### config.mk
export PLATFORM = sky130hd
export DESIGN_NAME = mux_arbiter_rr
export DESIGN_NICKNAME = d
export VERILOG_FILES = /design/src/rtl/mux_arb_pkg.sv /design/src/rtl/mux_reg_stage.sv /design/src/rtl/mux_arbiter_rr.sv
export SDC_FILE = /design/constraint.sdc
export NUM_CORES = 1
export LEC_CHECK = 0
export CORE_MARGIN = 4
export CORE_UTILIZATION = 50
export DETAILED_ROUTE_END_ITERATION = 8
export PLACE_DENSITY = 0.84
export SLEW_MARGIN = 0
export SYNTH_ARGS = -nofsm -noshare
export SYNTH_HDL_FRONTEND = slang
export SYNTH_SLANG_ARGS = --single-unit
### constraint.sdc
create_clock -name clk -period 4.93 [get_ports clk]
set_clock_uncertainty 0.1 [all_clocks]
set_input_delay 0.986 -clock clk [delete_from_list [all_inputs] [get_ports clk]]
set_output_delay 0.986 -clock clk [all_outputs]
set_load 0.05 [all_outputs]
### src/rtl/mux_arb_pkg.sv
// Shared types and defaults for the round-robin mux arbiter.
// Holds the FSM state encoding and the pure next-state decision function.
package mux_arb_pkg;

   typedef enum logic [1:0] {
      IDLE = 2'b00,
      G0   = 2'b01,
      G1   = 2'b10
   } state_t;

   localparam int MAX_HOLD_DEF = 8;
   localparam int CW_DEF       = 4;

   // last=1 means requester 1 owned most recently, so requester 0 wins a tie
   function automatic state_t next_state(input state_t st,
                                         input logic   r0,
                                         input logic   r1,
                                         input logic   last,
                                         input logic   preempt);
      state_t nxt;
      nxt = st;
      case (st)
         IDLE: begin
            if (r0 && r1)  nxt = last ? G0 : G1;
            else if (r0)   nxt = G0;
            else if (r1)   nxt = G1;
         end
         G0: begin
            if (!r0)          nxt = r1 ? G1 : IDLE;
            else if (preempt) nxt = G1;
         end
         G1: begin
            if (!r1)          nxt = r0 ? G0 : IDLE;
            else if (preempt) nxt = G0;
         end
         default: nxt = IDLE;
      endcase
      return nxt;
   endfunction

endpackage

### src/rtl/mux_reg_stage.sv
// W-bit 2:1 mux followed by the output register and its valid flag.
module mux_reg_stage #(
   parameter int W = 8
) (
   input  logic         clk,
   input  logic         rst_n,
   input  logic         sel,
   input  logic [W-1:0] a,
   input  logic [W-1:0] b,
   input  logic         vld,
   output logic [W-1:0] z,
   output logic         z_vld
);

   always_ff @(posedge clk or negedge rst_n) begin
      if (!rst_n) begin
         z     <= '0;
         z_vld <= 1'b0;
      end else begin
         // NOTE: non-blocking so every register samples pre-edge values.
         z     <= sel ? b : a;
         z_vld <= vld;
      end
   end

endmodule

### src/rtl/mux_arbiter_rr.sv
// Two-requester round-robin arbiter driving a shared registered 2:1 mux.
// Define MUX_ARB_LOCK_EN to add the lock input that suppresses hold-limit preemption.
module mux_arbiter_rr
   import mux_arb_pkg::*;
#(
   parameter int W        = 8,
   parameter int MAX_HOLD = MAX_HOLD_DEF,
   parameter int CW       = CW_DEF
) (
   input  logic         clk,
   input  logic         rst_n,
   input  logic         req0,
   input  logic         req1,
`ifdef MUX_ARB_LOCK_EN
   input  logic         lock,
`endif
   input  logic [W-1:0] d0,
   input  logic [W-1:0] d1,
   output logic         gnt0,
   output logic         gnt1,
   output logic         s,
   output logic [W-1:0] z,
   output logic         z_vld
);

   localparam logic [CW-1:0] HOLD_LAST = CW'(MAX_HOLD - 1);

   state_t        state;
   state_t        state_nxt;
   logic          last;
   logic [CW-1:0] hold_cnt;
   logic          own_req;
   logic          other_req;
   logic          lock_act;
   logic          preempt;

`ifdef MUX_ARB_LOCK_EN
   assign lock_act = lock;
`else
   assign lock_act = 1'b0;
`endif

   always_comb begin
      // NOTE: defaults first so no path leaves these unassigned (no latch).
      own_req   = 1'b0;
      other_req = 1'b0;
      case (state)
         G0: begin own_req = req0; other_req = req1; end
         G1: begin own_req = req1; other_req = req0; end
         default: ;
      endcase
   end

   assign preempt   = own_req && other_req && (hold_cnt == HOLD_LAST) && !lock_act;
   assign state_nxt = next_state(state, req0, req1, last, preempt);

   always_ff @(posedge clk or negedge rst_n) begin
      if (!rst_n) begin
         state    <= IDLE;
         gnt0     <= 1'b0;
         gnt1     <= 1'b0;
         s        <= 1'b0;
         last     <= 1'b1;
         hold_cnt <= '0;
      end else begin
         state <= state_nxt;
         gnt0  <= (state_nxt == G0);
         gnt1  <= (state_nxt == G1);
         // select holds through IDLE so the registered output does not glitch
         if (state_nxt == G0)      s <= 1'b0;
         else if (state_nxt == G1) s <= 1'b1;
         if (state_nxt != state && state_nxt != IDLE)
            last <= (state_nxt == G1);
         if (state_nxt != state || !other_req)
            hold_cnt <= '0;
         else if (!lock_act && hold_cnt != HOLD_LAST)
            hold_cnt <= hold_cnt + CW'(1);
      end
   end

   mux_reg_stage #(.W(W)) u_stage (
      .clk   (clk),
      .rst_n (rst_n),
      .sel   (s),
      .a     (d0),
      .b     (d1),
      .vld   (gnt0 | gnt1),
      .z     (z),
      .z_vld (z_vld)
   );

endmodule

==> impl_results.md, run 1 <==
- Final Wtd Congestion: 0.861
- Element type at the critical path start: input pin
- CP peak stage delay: 710 ps
- # Post-CTS Setup Buffers: 0
- Via density: 5.46
- GR Overflow Total: 0
- Total power consumption of the routed design: 739 uW
- Post-Synth Simple-Gate Area: 11.9%
- Via count: 836
- Number of buffers added by the clock tree synthesis step: 3
- Final nets: 155
- Outcome: finished, final reports clean
- Worst Hold Margin: 378 ps
- Mean area per synthesized cell: 11.7 um^2
- Die X-Extent: 55.0 um
- Synth Net Count: 122
- Total DRC errors in the routed layout: 0
- Leakage component of the power: 0.000659 uW
- Fraction of the mapped netlist area in compound gates: 20.7%
- Maximum number of pins on one net before global-route repair: 20
- Distinct cell type count after synthesis: 37
- Count of flip-flops with a built-in enable after synthesis: 0
- Class of the tightest hold or removal check: reg -> reg
- PnR worst setup slack: 1840 ps
- Commonest cells after routing, fill and taps aside: 31 x sky130_fd_sc_hd__clkdlybuf4s50_1, 18 x sky130_fd_sc_hd__dfrtp_1, 8 x sky130_fd_sc_hd__mux2_2, 8 x sky130_fd_sc_hd__ha_1, 7 x sky130_fd_sc_hd__inv_1
- Routed len/inst: 15.8 um
- Warnings, synthesis: 0
- Flip-flop and latch count after synthesis: 19
- Total length of routed wires: 2420 um
- Post-route non-filler standard cell count: 153
- Primary flip-flop cell chosen by synthesis mapping: sky130_fd_sc_hd__dfrtp_1
- Final period demand of the worst path: 3090 ps
- Critical Path Slowest Stage Cell: sky130_fd_sc_hd__clkdlybuf4s50_1
- Reg2Reg Launch Point: state[1]
- Die area: 0.00302 mm^2
- Count of hold-fix buffers inserted at cts: 0
- H-tree level count: 1
- Main combinational cell family by area after synthesis: compound AO/OA/AOI/OAI gates
- Sequential fraction of the synthesis area: 43.2%
- Maximum number of buffers from clock root to sink: 2
- Xor-xnor portion of the synthesized cell area: 0.794%
- I/O pin count: 32
- Setup-failing EPs final: 0
- Antenna violations before repair: 0
- Max VDD drop: 0.000317 V
- Number of max-cap violations: 0
- F_max: 0.323 GHz
- Detailed placement HPWL: 1920 um
- Slew at the pin closest to its max-slew limit: 822 ps
- Max_slew headroom: 45.1%
- Post-synthesis to final-layout area growth: 31.3%
- CTS sink count: 19
- GRT Total Usage: 17.1%
- Post-CTS clock slew at the launch and capture registers of the worst setup and hold paths: 110 ps
- Place WS: 1530 ps
- Instance count of the mapped netlist: 94
- Synthesized area: 0.00110 mm^2
- Setup tns final: 0 ps
- Most common cell after layout, fill and taps aside: sky130_fd_sc_hd__clkdlybuf4s50_1
- Number of hold violations in the final report: 0
- Row cnt: 16
- Detailed-routing iteration count for the pre-antenna-repair pass: 5
- Crit path cell chain: clkdlybuf4s50_1 > a22oi_4 > o31a_2 > and2_1 > o21a_1 > ha_1 > a21oi_2 > mux2_4
- Core Box Area: 0.00202 mm^2
- Fraction of layout cells with a size suffix above 1: 19.0%
- Die span in y: 55.0 um
- Resized Gates After CTS: 0
- Crit path from: req1
- Final slew viol count: 0
- Fraction of synthesis flops using an asynchronous set or reset pin: 100%
- Antenna diode count: 0
- Residual antenna-violating net count after detailed routing: 0
- Via count of the first global-routing pass: 773
- Kind of cell adding the most delay to the critical path: compound AO/OA/AOI/OAI gates
- Final cycle utilization of the critical path: 62.7%
- Pwr dens: 510 mW/mm^2
- Mux contribution to synthesized area: 9.52%
- Number of DRC violations after detailed-routing iteration 0: 32
- Required time worst endpoint: 5080 ps
- Setup slack on the worst flop-to-flop path: 2340 ps
- Unrepaired setup endpoints after global routing: false
- Effective utilization at floorplan: 54.6%
- Cell count after placement: 149
- Count of port buffers added during placement: 31
- Buffer and inverter count on the worst path: 1
- Filler cell count: 147
- Clk root buf: sky130_fd_sc_hd__clkbuf_4
- Insertion delay to the later sink of the worst-skew pair: 300 ps
- Start point of the worst min-delay path: gnt0
- First-pass GRT wire length: 3590 um
- Worst Path Class, Setup: in -> reg
- Adder-Cell Fraction of Synth Area: 9.07%
- Data arrival at the endpoint of the critical path: 3240 ps
- Critical path endpoint category: register
- CP Max Fanout: 9
- CTS tree: built
-- final cells by class --
class | instances | area [um^2] | share of cell area (%)
multi-input combinational | 65 | 574 | 39.6
sequential | 19 | 477 | 32.9
timing repair buffer | 31 | 310 | 21.4
tap | 27 | 33.8 | 2.33
inverter | 7 | 26.3 | 1.81
clock buffer | 3 | 22.5 | 1.55
clock inverter | 1 | 5.00 | 0.345
-- final timing paths --
kind,endpoint,depth (start not counted)
max in group asynchronous,u_stage.z[1],1
min in group asynchronous,u_stage.z[4],1
worst min-delay path,u_stage.z_vld,1
worst min register to register,u_stage.z_vld,1
worst max register to register,last,9
worst max-delay path,last,8
-- worst reg2reg max path: stages (launching register included) --
cell and delay (ps):
sky130_fd_sc_hd__dfrtp_1 520, sky130_fd_sc_hd__inv_1 110, sky130_fd_sc_hd__ha_1 320, sky130_fd_sc_hd__inv_1 90, sky130_fd_sc_hd__o31a_2 390, sky130_fd_sc_hd__and2_1 170
sky130_fd_sc_hd__o21a_1 190, sky130_fd_sc_hd__ha_1 220, sky130_fd_sc_hd__a21oi_2 120, sky130_fd_sc_hd__mux2_4 300
-- state kept, by name (all words and copies together), names as in the netlist --
signal         count
u_stage.z          8
hold_cnt           4
state              2
gnt0               1
gnt1               1
last               1
s                  1
u_stage.z_vld      1
-- Yosys cell counts (all sizes together) (2+ instances only) --
library cell,n,area share (%)
o31a,2,1.7
inv,7,2.4
ha,8,9.1
and3b,2,1.6
mux2,9,9.5
o21ai,2,0.91
nor2,4,1.4
nand2,5,1.7
o21a,3,2.0
nand3,6,2.7
and2,2,1.1
buf,2,2.0
a21oi,4,2.2
dfrtp,18,41
-- kinds of logic after synthesis --
family | count (synthesis)
AO/OA/AOI/OAI | 24
XOR/XNOR | 1
adder cells (fa/ha/maj) | 8
buffers and inverters | 10
flip-flops | 19
multiplexers | 9
AND/OR/NAND/NOR | 23
-- report_power, final --
| group | internal [uW] | switching [uW] | leakage, uW |
|---|---|---|---|
| combinational | 177 | 250 | 0.000408 |
| sequential | 197 | 34.2 | 0.000233 |
| clock | 30.3 | 50.3 | 0.0000177 |
-- through the flow --
stage	cell area, um^2	util (%)
finish	1450	71.7
CTS	1450	71.7
detailed placement	1420	70.3
global route	1450	71.7
global placement	1420	70.3
floorplan	1100	-
-- routing by layer --
layer  share of wire, %  GRT usage (%)  vias up  routed length (um)
met5                  0              0        -                   0
met4                1.1           7.29        0                  26
li1                   -              -      409                   -
met3                2.8           4.83        4                  68
met1                 40           21.2      405                 971
met2                 56           27.8       18                1360
Note: power is estimated with default switching activity, not from simulation.
==> inputs of run 2 (changes only) <==
--- a/config.mk
+++ b/config.mk
@@ -6,9 +6,9 @@
 export NUM_CORES = 1
 export LEC_CHECK = 0
 export CORE_MARGIN = 4
-export CORE_UTILIZATION = 50
+export CORE_UTILIZATION = 42
 export DETAILED_ROUTE_END_ITERATION = 8
-export PLACE_DENSITY = 0.84
+export PLACE_DENSITY = 0.75
 export SLEW_MARGIN = 0
 export SYNTH_ARGS = -nofsm -noshare
 export SYNTH_HDL_FRONTEND = slang
==> constraint.sdc (replaced) <==
create_clock -name clk -period 2.6 [get_ports clk]
set_clock_uncertainty 0.1 [all_clocks]
set_input_delay 0.52 -clock clk [delete_from_list [all_inputs] [get_ports clk]]
set_output_delay 0.52 -clock clk [all_outputs]
set_load 0.05 [all_outputs]
==> run 2 against run 1 <==
Compared with the run above: register-to-register slack lost 2200 ps; flip-flop and latch count stayed put; die area up 16%; sequential share of layout area shrank 2.2 points; sequential power rose by 88%; total power grew 100%; cell count is 11% higher; clock power increased by 82%; non-clock buffer count rose by 14; setup slack worse by 1700 ps; highest routed layer is now met3.
==> impl_results.md, run 2 (synthesis results as in run 1) <==
- Outcome: finished, final reports clean
- Max_slew headroom: 65.0% (+20 points)
- Via count of the first global-routing pass: 924 (+20%)
- Buffer and inverter count on the worst path: 1 (unchanged)
- Die area: 0.00351 mm^2 (+16%)
- Commonest cells after routing, fill and taps aside: 31 x sky130_fd_sc_hd__clkdlybuf4s50_1, 17 x sky130_fd_sc_hd__dfrtp_1, 14 x sky130_fd_sc_hd__buf_4, 8 x sky130_fd_sc_hd__mux2_2, 8 x sky130_fd_sc_hd__ha_1
- Number of flip-flops under the largest register name: 8 (unchanged)
- Switching pwr: 650 uW (+94%)
- Data arrival at the endpoint of the critical path: 2600 ps (-640 ps)
- Routed len/inst: 14.6 um (-7.8%)
- Filler cell count: 208 (+41%)
- Internal cell power: 845 uW (+110%)
- Reg2Reg Launch Point: state[0]
- Post-route non-filler standard cell count: 170 (+11%)
- Part of the power in combinational logic: 61.1% (+3.2 points)
- GRT Total Usage: 15.6% (-1.5 points)
- Largest regs: u_stage.z: 8 flops, hold_cnt: 4 flops, state: 2 flops
- Residual antenna-violating net count after detailed routing: 0 (unchanged)
- Number of max-cap violations: 0 (unchanged)
- Die X-Extent: 59.3 um (+7.8%)
- Count of port buffers added during placement: 31 (unchanged)
- Maximum number of buffers from clock root to sink: 2 (unchanged)
- Start point of the worst min-delay path: gnt1
- Final period demand of the worst path: 2460 ps
- Maximum number of pins on one net before global-route repair: 20 (unchanged)
- Insertion delay to the later sink of the worst-skew pair: 300 ps (about the same)
- Unrepaired setup endpoints after global routing: false
- Required time worst endpoint: 2740 ps (-2340 ps)
- Total length of routed wires: 2480 um (+2.4%)
- Setup slack on the worst flop-to-flop path: 160 ps (-2180 ps)
- Final slew viol count: 0 (unchanged)
- Final Wtd Congestion: 0.863 (+0.17%)
- Setup-failing EPs final: 0 (unchanged)
- Leakage component of the power: 0.000725 uW (+10%)
- Reg area: 478 um^2 (+0.26%)
- First-pass GRT wire length: 4220 um (+18%)
- Crit path cell chain: clkdlybuf4s50_1 > a22oi_4 > o31a_2 > and2_1 > o21a_1 > ha_1 > a21oi_2 > mux2_4
- Kind of cell adding the most delay to the critical path: compound AO/OA/AOI/OAI gates
- Cell Area, Placed: 0.00153 mm^2 (+7.7%)
- Slew at the pin closest to its max-slew limit: 523 ps (-299 ps)
- Final cell area excluding filler cells: 0.00156 mm^2 (+7.6%)
- Worst Path Class, Setup: in -> reg
- CP Max Fanout: 8 (-1)
- H-tree level count: 1 (unchanged)
- Final core utilization: 62.4% (-9.3 points)
- Final nets: 169 (+9.0%)
- Element type at the critical path start: input pin
- Via density: 5.10 (-6.7%)
- Fraction of layout cells with a size suffix above 1: 27.9% (+8.8 points)
- Effective utilization at floorplan: 44.1% (-10 points)
- Most common cell after layout, fill and taps aside: sky130_fd_sc_hd__clkdlybuf4s50_1
- Clock share of power: 9.8% (-1.1 points)
- Core Box Area: 0.00250 mm^2 (+24%)
- GR Overflow Total: 0 (unchanged)
- Cell count after placement: 166 (+11%)
- Critical path endpoint category: register
- Register with the most flip-flops: u_stage.z
- Final cycle utilization of the critical path: 94.6%
- Worst reg2reg path endpoint: last
- Total DRC errors in the routed layout: 0 (unchanged)
- Detailed placement HPWL: 2030 um (+5.3%)
- Detailed-routing iteration count for the pre-antenna-repair pass: 4 (-1)
- Post-CTS clock slew at the launch and capture registers of the worst setup and hold paths: 110 ps (about the same)
- Sequential cell fraction of total power: 29.1% (-2.1 points)
- Depth of the most critical reg-to-reg path: 9 (unchanged)
- Sw Share: 43.5% (-1.8 points)
- Depth of the worst hold-timing path: 1 (unchanged)
- I/O pin count: 32 (unchanged)
- Number of hold violations in the final report: 0 (unchanged)
- Die span in y: 59.3 um (+7.8%)
- Worst hold endpoint: u_stage.z_vld
- Number of DRC violations after detailed-routing iteration 0: 23 (-28%)
- Critical Path Slowest Stage Cell: sky130_fd_sc_hd__clkdlybuf4s50_1
- Pwr dens: 959 mW/mm^2 (+88%)
- Clk root buf: sky130_fd_sc_hd__clkbuf_4
- Post-synthesis to final-layout area growth: 41.3%
- Class of the tightest hold or removal check: reg -> reg
- CTS sink count: 19 (unchanged)
- Max VDD drop: 0.000828 V (+160%)
- Via count: 867 (+3.7%)
- F_max: 0.406 GHz
- CTS tree: built
- Count of hold-fix buffers inserted at cts: 0 (unchanged)
- CP peak stage delay: 660 ps (-50 ps)
- Number of buffers added by the clock tree synthesis step: 3 (unchanged)
- Antenna diode count: 0 (unchanged)
- Row cnt: 18 (+2)
- Antenna violations before repair: 0 (unchanged)
- Area of the multi-input gates: 574 um^2 (unchanged)
[run 2: cell types whose count changed in the layout (fill, tap and decap cells not counted)]
cell / previous run / this run
sky130_fd_sc_hd__buf_4: 0 / 14
sky130_fd_sc_hd__dfrtp_1: 18 / 17
sky130_fd_sc_hd__dfrtp_2: 0 / 1
[run 2: cell type report]
class / instances / share of cell area [%]
Timing Repair Buffer: 45 / 26.6
Tap cell: 30 / 2.41
Inverter: 7 / 1.69
Clock inverter: 1 / 0.321
Clock buffer: 3 / 1.44
Sequential cell: 19 / 30.7
Multi-Input combinational cell: 65 / 36.8
[run 2: metrics by stage]
stage	setup WS [ps]	power [uW]	TNS [ps]	hold WS [ps]
2_1_floorplan	229	1030	0	124
3_3_place_gp	-144	1340	-258	351
3_5_place_dp	-199	1350	-711	356
4_1_cts	79.4	1510	0	387
5_1_grt	12.3	1610	0	426
6_report	140	1490	0	389
[run 2: power groups by stage]
stage / registers (uW) / logic, uW / clock network [uW]
finish: 435 / 914 / 147
global route: 444 / 996 / 170
CTS: 433 / 921 / 156
detailed placement: 438 / 916 / 0
global placement: 435 / 901 / 0
floorplan: 590 / 439 / 0
[run 2: worst max path at each step]
stage	startpoint	endpoint	depth (start not counted)
after floorplan	state[1]	last	9
after global placement	req0	last	8
after detailed placement	req0	last	8
after CTS	state[0]	last	9
after global routing	state[0]	last	11
final	req0	last	8
[run 2: timing repair]
action                     4_1_cts  5_1_grt
resized for setup                0        1
setup endpoints to repair        0        6
setup buffers                    0        0
[run 2: routing by layer]
| metal | part of all wire [%] | GRT usage [%] |
|---|---|---|
| met2 | 55 | 27.6 |
| met5 | 0 | 0 |
| met3 | 3.5 | 4.36 |
| met4 | 0 | 1.94 |
| met1 | 41 | 19.3 |
==> inputs of run 3 (changes only) <==
--- a/config.mk
+++ b/config.mk
@@ -6,9 +6,10 @@
 export NUM_CORES = 1
 export LEC_CHECK = 0
 export CORE_MARGIN = 4
-export CORE_UTILIZATION = 42
+export CORE_UTILIZATION = 44
+export CTS_BUF_LIST = sky130_fd_sc_hd__clkbuf_8
 export DETAILED_ROUTE_END_ITERATION = 8
-export PLACE_DENSITY = 0.75
+export PLACE_DENSITY = 0.78
 export SLEW_MARGIN = 0
 export SYNTH_ARGS = -nofsm -noshare
 export SYNTH_HDL_FRONTEND = slang
==> run 3 against run 2 <==
Compared with the run above: final area grew 0.64%; flip-flop and latch count unchanged; sequential share of layout area down 0.20 points; critical path depth grew 1; first-iteration DRC count is 57% higher; routed wire length increased by 4.8%; non-clock buffer count down 1; largest power group unchanged; count of clock-buffer cells in the layout did not move; worst hold slack lost 23 ps; setup slack worse by 20 ps.
==> impl_results.md, run 3 (synthesis results as in run 1) <==
- GR Overflow Total: 0 (unchanged)
- Depth of the worst hold-timing path: 1 (unchanged)
- Via density: 5.29 (+3.8%)
- Count of hold-fix buffers inserted at cts: 0 (unchanged)
- Fraction of layout cells with a size suffix above 1: 27.3% (-0.52 points)
- Core Box Area: 0.00230 mm^2 (-8.1%)
- Setup-failing EPs final: 0 (unchanged)
- Antenna diode count: 0 (unchanged)
- Commonest cells after routing, fill and taps aside: 31 x sky130_fd_sc_hd__clkdlybuf4s50_1, 17 x sky130_fd_sc_hd__dfrtp_1, 13 x sky130_fd_sc_hd__buf_4
- Total DRC errors in the routed layout: 0 (unchanged)
- I/O pin count: 32 (unchanged)
- Final slew viol count: 0 (unchanged)
- Buffer and inverter count on the worst path: 2 (+1)
- Critical path endpoint category: register
- Die span in y: 58.1 um (-2.0%)
- Worst hold endpoint: u_stage.z_vld
- F_max: 0.403 GHz (-0.79%)
- Worst Path Class, Setup: reg -> reg
- Final cycle utilization of the critical path: 95.4% (+0.76 points)
- CTS sink count: 19 (unchanged)
- Final cell area excluding filler cells: 0.00157 mm^2 (+0.64%)
- Number of max-cap violations: 0 (unchanged)
- Data arrival at the endpoint of the critical path: 2560 ps (-40 ps)
- Pwr dens: 975 mW/mm^2 (+1.7%)
- Max VDD drop: 0.000980 V (+18%)
- CP peak stage delay: 430 ps (-230 ps)
- Maximum number of buffers from clock root to sink: 2 (unchanged)
- Number of hold violations in the final report: 0 (unchanged)
- Register with the most flip-flops: u_stage.z
- Cell Area, Placed: 0.00152 mm^2 (-0.65%)
- Crit path from: state[0]
- CP Max Fanout: 6 (-2)
- Via count: 884 (+2.0%)
- Number of DRC violations after detailed-routing iteration 0: 36 (+57%)
- Critical Path Slowest Stage Cell: sky130_fd_sc_hd__dfrtp_2
- Setup slack on the worst flop-to-flop path: 120 ps (-40 ps)
- Largest regs: u_stage.z: 8 flops, hold_cnt: 4 flops, state: 2 flops
- Effective utilization at floorplan: 48.0% (+3.9 points)
- Total length of routed wires: 2600 um (+4.8%)
- Class of the tightest hold or removal check: reg -> reg
- First-pass GRT wire length: 4380 um (+3.8%)
- Most common cell after layout, fill and taps aside: sky130_fd_sc_hd__clkdlybuf4s50_1
- GRT Total Usage: 16.9% (+1.3 points)
- Max_slew headroom: 65.4% (+0.34 points)
- Filler cell count: 178 (-14%)
- Post-CTS clock slew at the launch and capture registers of the worst setup and hold paths: 70 ps (-40 ps)
- Element type at the critical path start: register
- Final nets: 168 (-0.59%)
- Unrepaired setup endpoints after global routing: false
- Cell count after placement: 163 (-1.8%)
- Detailed placement HPWL: 2120 um (+4.8%)
- Start point of the worst min-delay path: gnt1
- Required time worst endpoint: 2680 ps (-60 ps)
- Outcome: finished, final reports clean
- Insertion delay to the later sink of the worst-skew pair: 250 ps (-50 ps)
- Antenna violations before repair: 0 (unchanged)
- Routed len/inst: 15.6 um (+6.7%)
- Leakage component of the power: 0.000729 uW (+0.54%)
- Final period demand of the worst path: 2480 ps (+19.7 ps)
- Reg2Reg Launch Point: state[0]
- Post-route non-filler standard cell count: 167 (-1.8%)
- Number of buffers added by the clock tree synthesis step: 3 (unchanged)
- H-tree level count: 1 (unchanged)
- Area of the multi-input gates: 577 um^2 (+0.44%)
- Maximum number of pins on one net before global-route repair: 20 (unchanged)
- Count of port buffers added during placement: 31 (unchanged)
- Reg area: 478 um^2 (unchanged)
- Crit path cell chain: inv_1 > ha_1 > inv_1 > o31a_2 > and2_1 > o21a_1 > ha_1 > a21oi_2 > mux2_4
- Row cnt: 17 (-1)
- Number of flip-flops under the largest register name: 8 (unchanged)
- Via count of the first global-routing pass: 931 (+0.76%)
- CTS tree: built
- Total power consumption of the routed design: 1530 uW (+2.4%)
- Post-synthesis to final-layout area growth: 42.2%
- Slew at the pin closest to its max-slew limit: 517 ps (-5.14 ps)
- Detailed-routing iteration count for the pre-antenna-repair pass: 4 (unchanged)
- Clk root buf: sky130_fd_sc_hd__clkbuf_8
- Die area: 0.00337 mm^2 (-3.9%)
- Depth of the most critical reg-to-reg path: 9 (unchanged)
- Worst reg2reg path endpoint: last
- Final core utilization: 68.3% (+5.9 points)
- Die X-Extent: 58.1 um (-2.0%)
- Kind of cell adding the most delay to the critical path: compound AO/OA/AOI/OAI gates
- Final Wtd Congestion: 0.899 (+4.2%)
- Residual antenna-violating net count after detailed routing: 0 (unchanged)
==> run 3: routing by layer <==
metal | GRT usage [%] | wire length [um]
met4 | 4.97 | 38
met1 | 20.9 | 1050
met3 | 5.12 | 77
met5 | 0 | 0
met2 | 28.4 | 1430
==> run 3: worst max path at each step <==
stage | end | cells past startpoint
after floorplan | last | 9
after global placement | last | 9
after detailed placement | last | 9
after CTS | last | 9
after global routing | last | 9
final | last | 9
==> run 3: metrics by stage <==
stage / TNS, ps / setup slack, ps / hold WS (ps)
2_1_floorplan: 0 / 229 / 124
3_3_place_gp: -53.5 / -53.5 / 348
3_5_place_dp: -161 / -122 / 359
4_1_cts: 0 / 64.3 / 373
5_1_grt: 0 / 11.7 / 397
6_report: 0 / 120 / 367
==> run 3: layout make-up <==
type                    count  share of cell area [%]
multi-input cells          65                    36.8
flip-flops and latches     19                    30.5
repair buffers             44                    26.0
clock buffers               3                    2.63
well taps                  28                    2.23
inverters                   7                    1.67
clock inverters             1                   0.239
==> run 3: repair_timing <==
item / in CTS / in global routing
setup buffers: 0 / 0
gates resized for setup: 0 / 3
endpoints found under the setup margin: 0 / 5
==> run 3: power breakdown <==
group / internal [uW] / switching (uW) / leakage [uW]
Sequential: 375 / 43.2 / 0.000232
Combinational: 394 / 523 / 0.000471
Clock: 105 / 89.4 / 0.0000269
Total: 875 / 656 / 0.000729
